## src/rtl/blackjack.sv

```systemverilog
// Single-player blackjack hand controller.
// Requests cards from an external source, accumulates the hand total with soft-ace handling,
// asks the player hit/stand once two cards are held, and declares victory or defeat.
//
// Ports:
//   clk          - system clock, rising edge
//   rst          - asynchronous active-low reset
//   begin_s      - start a game (sampled in IDLE and in WIN/LOSE)
//   cval         - card value, 2..10 face value, 11 = ace; others invalid
//   ready        - card source presents a valid cval
//   opt          - player choice in DECIDE: 0 = hit, 1 = stand
//   end_s        - game over (WIN or LOSE)
//   request      - card requested (REQ state)
//   hand         - current hand total
//   victory      - WIN state
//   defeat       - LOSE state
//   seg_ace      - active-low 7-seg digit {g,f,e,d,c,b,a} of ace
//   seg_nr_cards - active-low 7-seg hex digit of nr_cards
//   ace          - aces received, saturating at 7
//   nr_cards     - cards received, saturating at 15
//   debug_state  - current state code
module blackjack #(
  parameter int unsigned BLACKJACK = 21,
  parameter int unsigned STAND_MIN = 17
) (
  input  logic       clk,
  input  logic       rst,
  input  logic       begin_s,
  input  logic [3:0] cval,
  input  logic       ready,
  input  logic       opt,
  output logic       end_s,
  output logic       request,
  output logic [4:0] hand,
  output logic       victory,
  output logic       defeat,
  output logic [6:0] seg_ace,
  output logic [6:0] seg_nr_cards,
  output logic [2:0] ace,
  output logic [3:0] nr_cards,
  output logic [3:0] debug_state
);

  typedef enum logic [3:0] {
    StIdle   = 4'b0000,
    StInit   = 4'b0001,
    StDecide = 4'b0010,
    StAdd    = 4'b0011,
    StCheck  = 4'b0100,
    StReq    = 4'b0101,
    StWin    = 4'b0110,
    StLose   = 4'b0111
  } state_e;

  localparam logic [5:0] SumMax   = 6'(BLACKJACK);
  localparam logic [4:0] HandMax  = 5'(BLACKJACK);
  localparam logic [4:0] StandMin = 5'(STAND_MIN);

  state_e     state_q;
  logic [4:0] hand_q;
  logic [2:0] ace_q;
  logic [3:0] nr_cards_q;
  logic [3:0] card_q;
  logic [2:0] soft_q;

  // Result of adding the latched card, including at most one soft-ace reduction.
  logic [5:0] sum_raw;
  logic [5:0] sum_adj;
  logic [2:0] soft_inc;
  logic [2:0] soft_adj;
  logic       card_valid;

  always_comb begin
    sum_raw  = {1'b0, hand_q} + {2'b00, card_q};
    soft_inc = soft_q + ((card_q == 4'd11) ? 3'd1 : 3'd0);
    sum_adj  = sum_raw;
    soft_adj = soft_inc;
    if (sum_raw > SumMax && soft_inc != 3'd0) begin
      sum_adj  = sum_raw - 6'd10;
      soft_adj = soft_inc - 3'd1;
    end
  end

  assign card_valid = ready && (cval >= 4'd2) && (cval <= 4'd11);

  always_ff @(posedge clk or negedge rst) begin
    if (!rst) begin
      state_q    <= StIdle;
      hand_q     <= '0;
      ace_q      <= '0;
      nr_cards_q <= '0;
      card_q     <= '0;
      soft_q     <= '0;
    end else begin
      unique case (state_q)
        StIdle: if (begin_s) state_q <= StInit;
        StInit: begin
          hand_q     <= '0;
          ace_q      <= '0;
          nr_cards_q <= '0;
          soft_q     <= '0;
          state_q    <= StReq;
        end
        StReq: begin
          if (card_valid) begin
            card_q  <= cval;
            state_q <= StAdd;
          end
        end
        StAdd: begin
          if (card_q == 4'd11 && ace_q != 3'd7) ace_q <= ace_q + 3'd1;
          if (nr_cards_q != 4'd15) nr_cards_q <= nr_cards_q + 4'd1;
          soft_q  <= soft_adj;
          // A hand of at most 20 plus an 11 stays below 32, so 5 bits suffice.
          hand_q  <= sum_adj[4:0];
          state_q <= StCheck;
        end
        StCheck: begin
          if (hand_q > HandMax)          state_q <= StLose;
          else if (hand_q == HandMax)    state_q <= StWin;
          else if (nr_cards_q < 4'd2)    state_q <= StReq;
          else                           state_q <= StDecide;
        end
        StDecide: begin
          if (!opt)                      state_q <= StReq;
          else if (hand_q >= StandMin)   state_q <= StWin;
          else                           state_q <= StLose;
        end
        StWin, StLose: if (!begin_s) state_q <= StIdle;
        default: state_q <= StIdle;
      endcase
    end
  end

  function automatic logic [6:0] hex_to_seg(input logic [3:0] v);
    logic [6:0] s;
    case (v)
      4'h0: s = 7'b1000000;
      4'h1: s = 7'b1111001;
      4'h2: s = 7'b0100100;
      4'h3: s = 7'b0110000;
      4'h4: s = 7'b0011001;
      4'h5: s = 7'b0010010;
      4'h6: s = 7'b0000010;
      4'h7: s = 7'b1111000;
      4'h8: s = 7'b0000000;
      4'h9: s = 7'b0010000;
      4'hA: s = 7'b0001000;
      4'hB: s = 7'b0000011;
      4'hC: s = 7'b1000110;
      4'hD: s = 7'b0100001;
      4'hE: s = 7'b0000110;
      default: s = 7'b0001110;
    endcase
    return s;
  endfunction

  assign request      = (state_q == StReq);
  assign victory      = (state_q == StWin);
  assign defeat       = (state_q == StLose);
  assign end_s        = victory | defeat;
  assign debug_state  = state_q;
  assign hand         = hand_q;
  assign ace          = ace_q;
  assign nr_cards     = nr_cards_q;
  assign seg_ace      = hex_to_seg({1'b0, ace_q});
  assign seg_nr_cards = hex_to_seg(nr_cards_q);

endmodule

```

## config.mk

```make
export PLATFORM = sky130hd
export DESIGN_NAME = blackjack
export DESIGN_NICKNAME = d
export VERILOG_FILES = /design/src/rtl/blackjack.sv
export SDC_FILE = /design/constraint.sdc
export NUM_CORES = 1
export LEC_CHECK = 0
export ABC_CLOCK_PERIOD_IN_PS = 3200
export CAP_MARGIN = 25
export CORE_MARGIN = 4
export CORE_UTILIZATION = 50
export DETAILED_ROUTE_END_ITERATION = 12
export HOLD_SLACK_MARGIN = 0.03
export PLACE_DENSITY = 0.79
export SYNTH_ARGS = -nofsm -noshare
export SYNTH_HDL_FRONTEND = slang
export SYNTH_SLANG_ARGS = --single-unit
```

## constraint.sdc

```tcl
create_clock -name clk -period 3.2 [get_ports clk]
set_clock_uncertainty 0.1 [all_clocks]
set_input_delay 0.32 -clock clk [delete_from_list [all_inputs] [get_ports clk]]
set_output_delay 0.32 -clock clk [all_outputs]
set_load 0.01 [all_outputs]
```

==> impl_metrics.yaml <==
sta:
  final.min_clock_period_ns: 2.87
  setup_viol: 0
  slew_viol_final: 0
  maxSlewHeadroom: 0.591
  max_slew.worst_pin.slew_ns: 0.612
  final.period_utilization: 0.897
  hold_viol: 0
  rsz0062_at_grt: "no"
  tns_ns: 0
  timing.fmax_ghz: 0.348
clock_tree:
  ctsHoldBuffers: 0
  cts.sinks: 22
  numCtsBuffers: 3
  post_cts_buffers: 0
  clock_latency_ns: 0.26
  clockRootBuffer: "clkbuf_8"
  clkTransAtPathRegs_ns: 0.08
  clk_path_buf_depth: 2
  cts-resized-gates: 0
  cts_tree: "built"
  htreeDepth: 1
power:
  power.density_nw_per_um2: 770
  power_frac_comb: 0.629
  pwr-share-seq: 0.264
  switching_share: 0.438
  leakagePower_nw: 1.04
  p_int_mw: 1.05
  p_sw_mw: 0.820
  vdd_drop_max_uv: 535
  power_frac_clock: 0.107
global_routing:
  track_usage: 0.172
  grt_pass1_wl_um: 7070
  grt_remaining_overflow: 0
  grt_max_degree: 23
  grt_pass1_vias: 1592
  antenna_found_initial: 0
floorplanning:
  ios: 43
  fp.dieH_um: 69.9
  die_area_um2: 4880
  rows: 22
  start_util: 0.519
  die_w_um: 69.9
  fp.coreArea_um2: 3690
synthesis:
  synth_cell_type_count: 53
  async_reset_ff_frac: 1.00
  synthDominantCellAreaShare: 0.288
  syn_area_per_cell_um2: 8.32
  yosysSeqAreaShare: 0.288
  yosysTopAreaCell: "dfrtp_1"
  synth_edf_count: 0
  synthTopCellsByArea: "dfrtp_1, ha_1, nand2_1"
  yosys_most_used_dff: "dfrtp_1"
  syn_nets: 261
  syn_area_um2: 1910
  netlist_instances: 230
  ys_ff_latch: 22
  yosysWarnings: 0
run:
  max_cap_viol_count: 0
critical_path:
  cp.arrival_ns: 2.96
  crit_type: "register to register"
  startpoint_type: "register"
  critPathRequiredTime_ns: 3.29
  worstPathMaxFanout: 8
  reg2reg_depth: 9
  cp-end-kind: "register"
cells_and_area:
  syn_to_final_growth_pct: 27.1
  final_common_cell: "clkdlybuf4s50_1"
  fill_cells: 331
  layout-drive-gt1-share: 0.0602
  final_cell_mix: "clkdlybuf4s50_1, nand2_1, dfrtp_1"
  final_area_um2: 2430
  diodes: 0
  fin_nets: 298
worst_hold_path:
  hp-class: "input port to async pin"
routing:
  ant_nets: 0
  dr.pass1.iters: 4
  drt_iter0_drc: 74
  vias: 1711
  routed_wl_um: 4120
  via_per_inst: 5.45
  remaining_drc_errors: 0
  post_drt_wl_per_cell_um: 13.1
placed_design:
  hpwl_um: 3110
  dpl_cell_area_um2: 2350
  finalWeightedCongestion: 0.822
  io_buffers: 41
outcome:
  outcome: "finished clean"
[power groups by stage]
stage | Combinational [mW] | Clock (mW) | Sequential, mW
after floorplan | 0.798 | 0 | 0.456
after CTS | 1.18 | 0.204 | 0.495
after global placement | 1.17 | 0 | 0.495
after global routing | 1.32 | 0.217 | 0.516
after detailed placement | 1.17 | 0 | 0.499
final | 1.18 | 0.200 | 0.493
[synthesized netlist by cell type (5+ instances only)]
library cell	instances
nand2_1	32
dfrtp_1	22
ha_1	21
o21ai_0	21
a21oi_1	15
inv_1	12
nor2_1	12
clkbuf_1	9
nand2b_1	8
nand3_1	6
mux2i_1	5
nor2b_1	5
[critical path, cell delays in order, from the launching register on]
cell	delay, ns
dfrtp_1	0.44
ha_1	0.22
inv_1	0.06
fa_1	0.57
or2_2	0.14
a21oi_1	0.05
or3_4	0.39
a31oi_4	0.32
mux2_1	0.36
o21ai_1	0.13
[through the flow]
| step | hold WS [ns] | cells | setup WS, ns | power (mW) | util |
|---|---|---|---|---|---|
| after floorplan | -0.0756 | 230 | 0.486 | 1.25 | - |
| final | 0.255 | 314 | 0.330 | 1.87 | 0.659 |
| after global routing | 0.271 | 314 | 0.158 | 2.05 | 0.659 |
| after detailed placement | 0.391 | 309 | 0.388 | 1.67 | 0.637 |
| after global placement | 0.377 | 309 | 0.447 | 1.66 | 0.637 |
| after CTS | 0.410 | 313 | 0.356 | 1.87 | 0.652 |
[logic make-up after synthesis]
group / share of synthesized area
AOI/OAI and AO/OA: 0.193
adders and majority gates: 0.148
and+or+nand+nor: 0.233
muxes: 0.0556
xor gates and xnor gates: 0.0314
buffers and inverters: 0.0497
DFF: 0.288
other: 0.00196
[final cells by class]
class                      instances  area (um2)  share of cell area
inverter                          12        45.0              0.0185
sequential                        22         551               0.226
clock buffer                       4        55.1              0.0226
tap                               48        60.1              0.0247
multi-input combinational        184        1270               0.521
timing repair buffer              44         453               0.186
[path summary, 6_finish.rpt]
path	to	slack, ns	from
worst min-delay path	soft_q[1]$_DFFE_PN0P_	0.25	rst
max in group asynchronous	hand[0]$_DFFE_PN0P_	2.32	rst
worst min register to register	soft_q[0]$_DFFE_PN0P_	0.40	soft_q[0]$_DFFE_PN0P_
min in group clk	soft_q[0]$_DFFE_PN0P_	0.40	soft_q[0]$_DFFE_PN0P_
worst max register to register	soft_q[1]$_DFFE_PN0P_	0.33	hand[0]$_DFFE_PN0P_
worst max-delay path	soft_q[1]$_DFFE_PN0P_	0.33	hand[0]$_DFFE_PN0P_
[registers in the layout, indices dropped and copies added (netlist names)]
signal,count
hand,5
card_q,4
nr_cards,4
ace,3
debug_state,3
soft_q,3
[metal layers]
metal / vias to the layer above / track usage / routed length, um
met5: - / 0 / 0
met4: 0 / 0.0255 / 19
met3: 2 / 0.0388 / 177
met2: 37 / 0.294 / 1960
met1: 796 / 0.226 / 1970
li1: 876 / - / -
No activity file was read; power rests on OpenSTA's default activity.
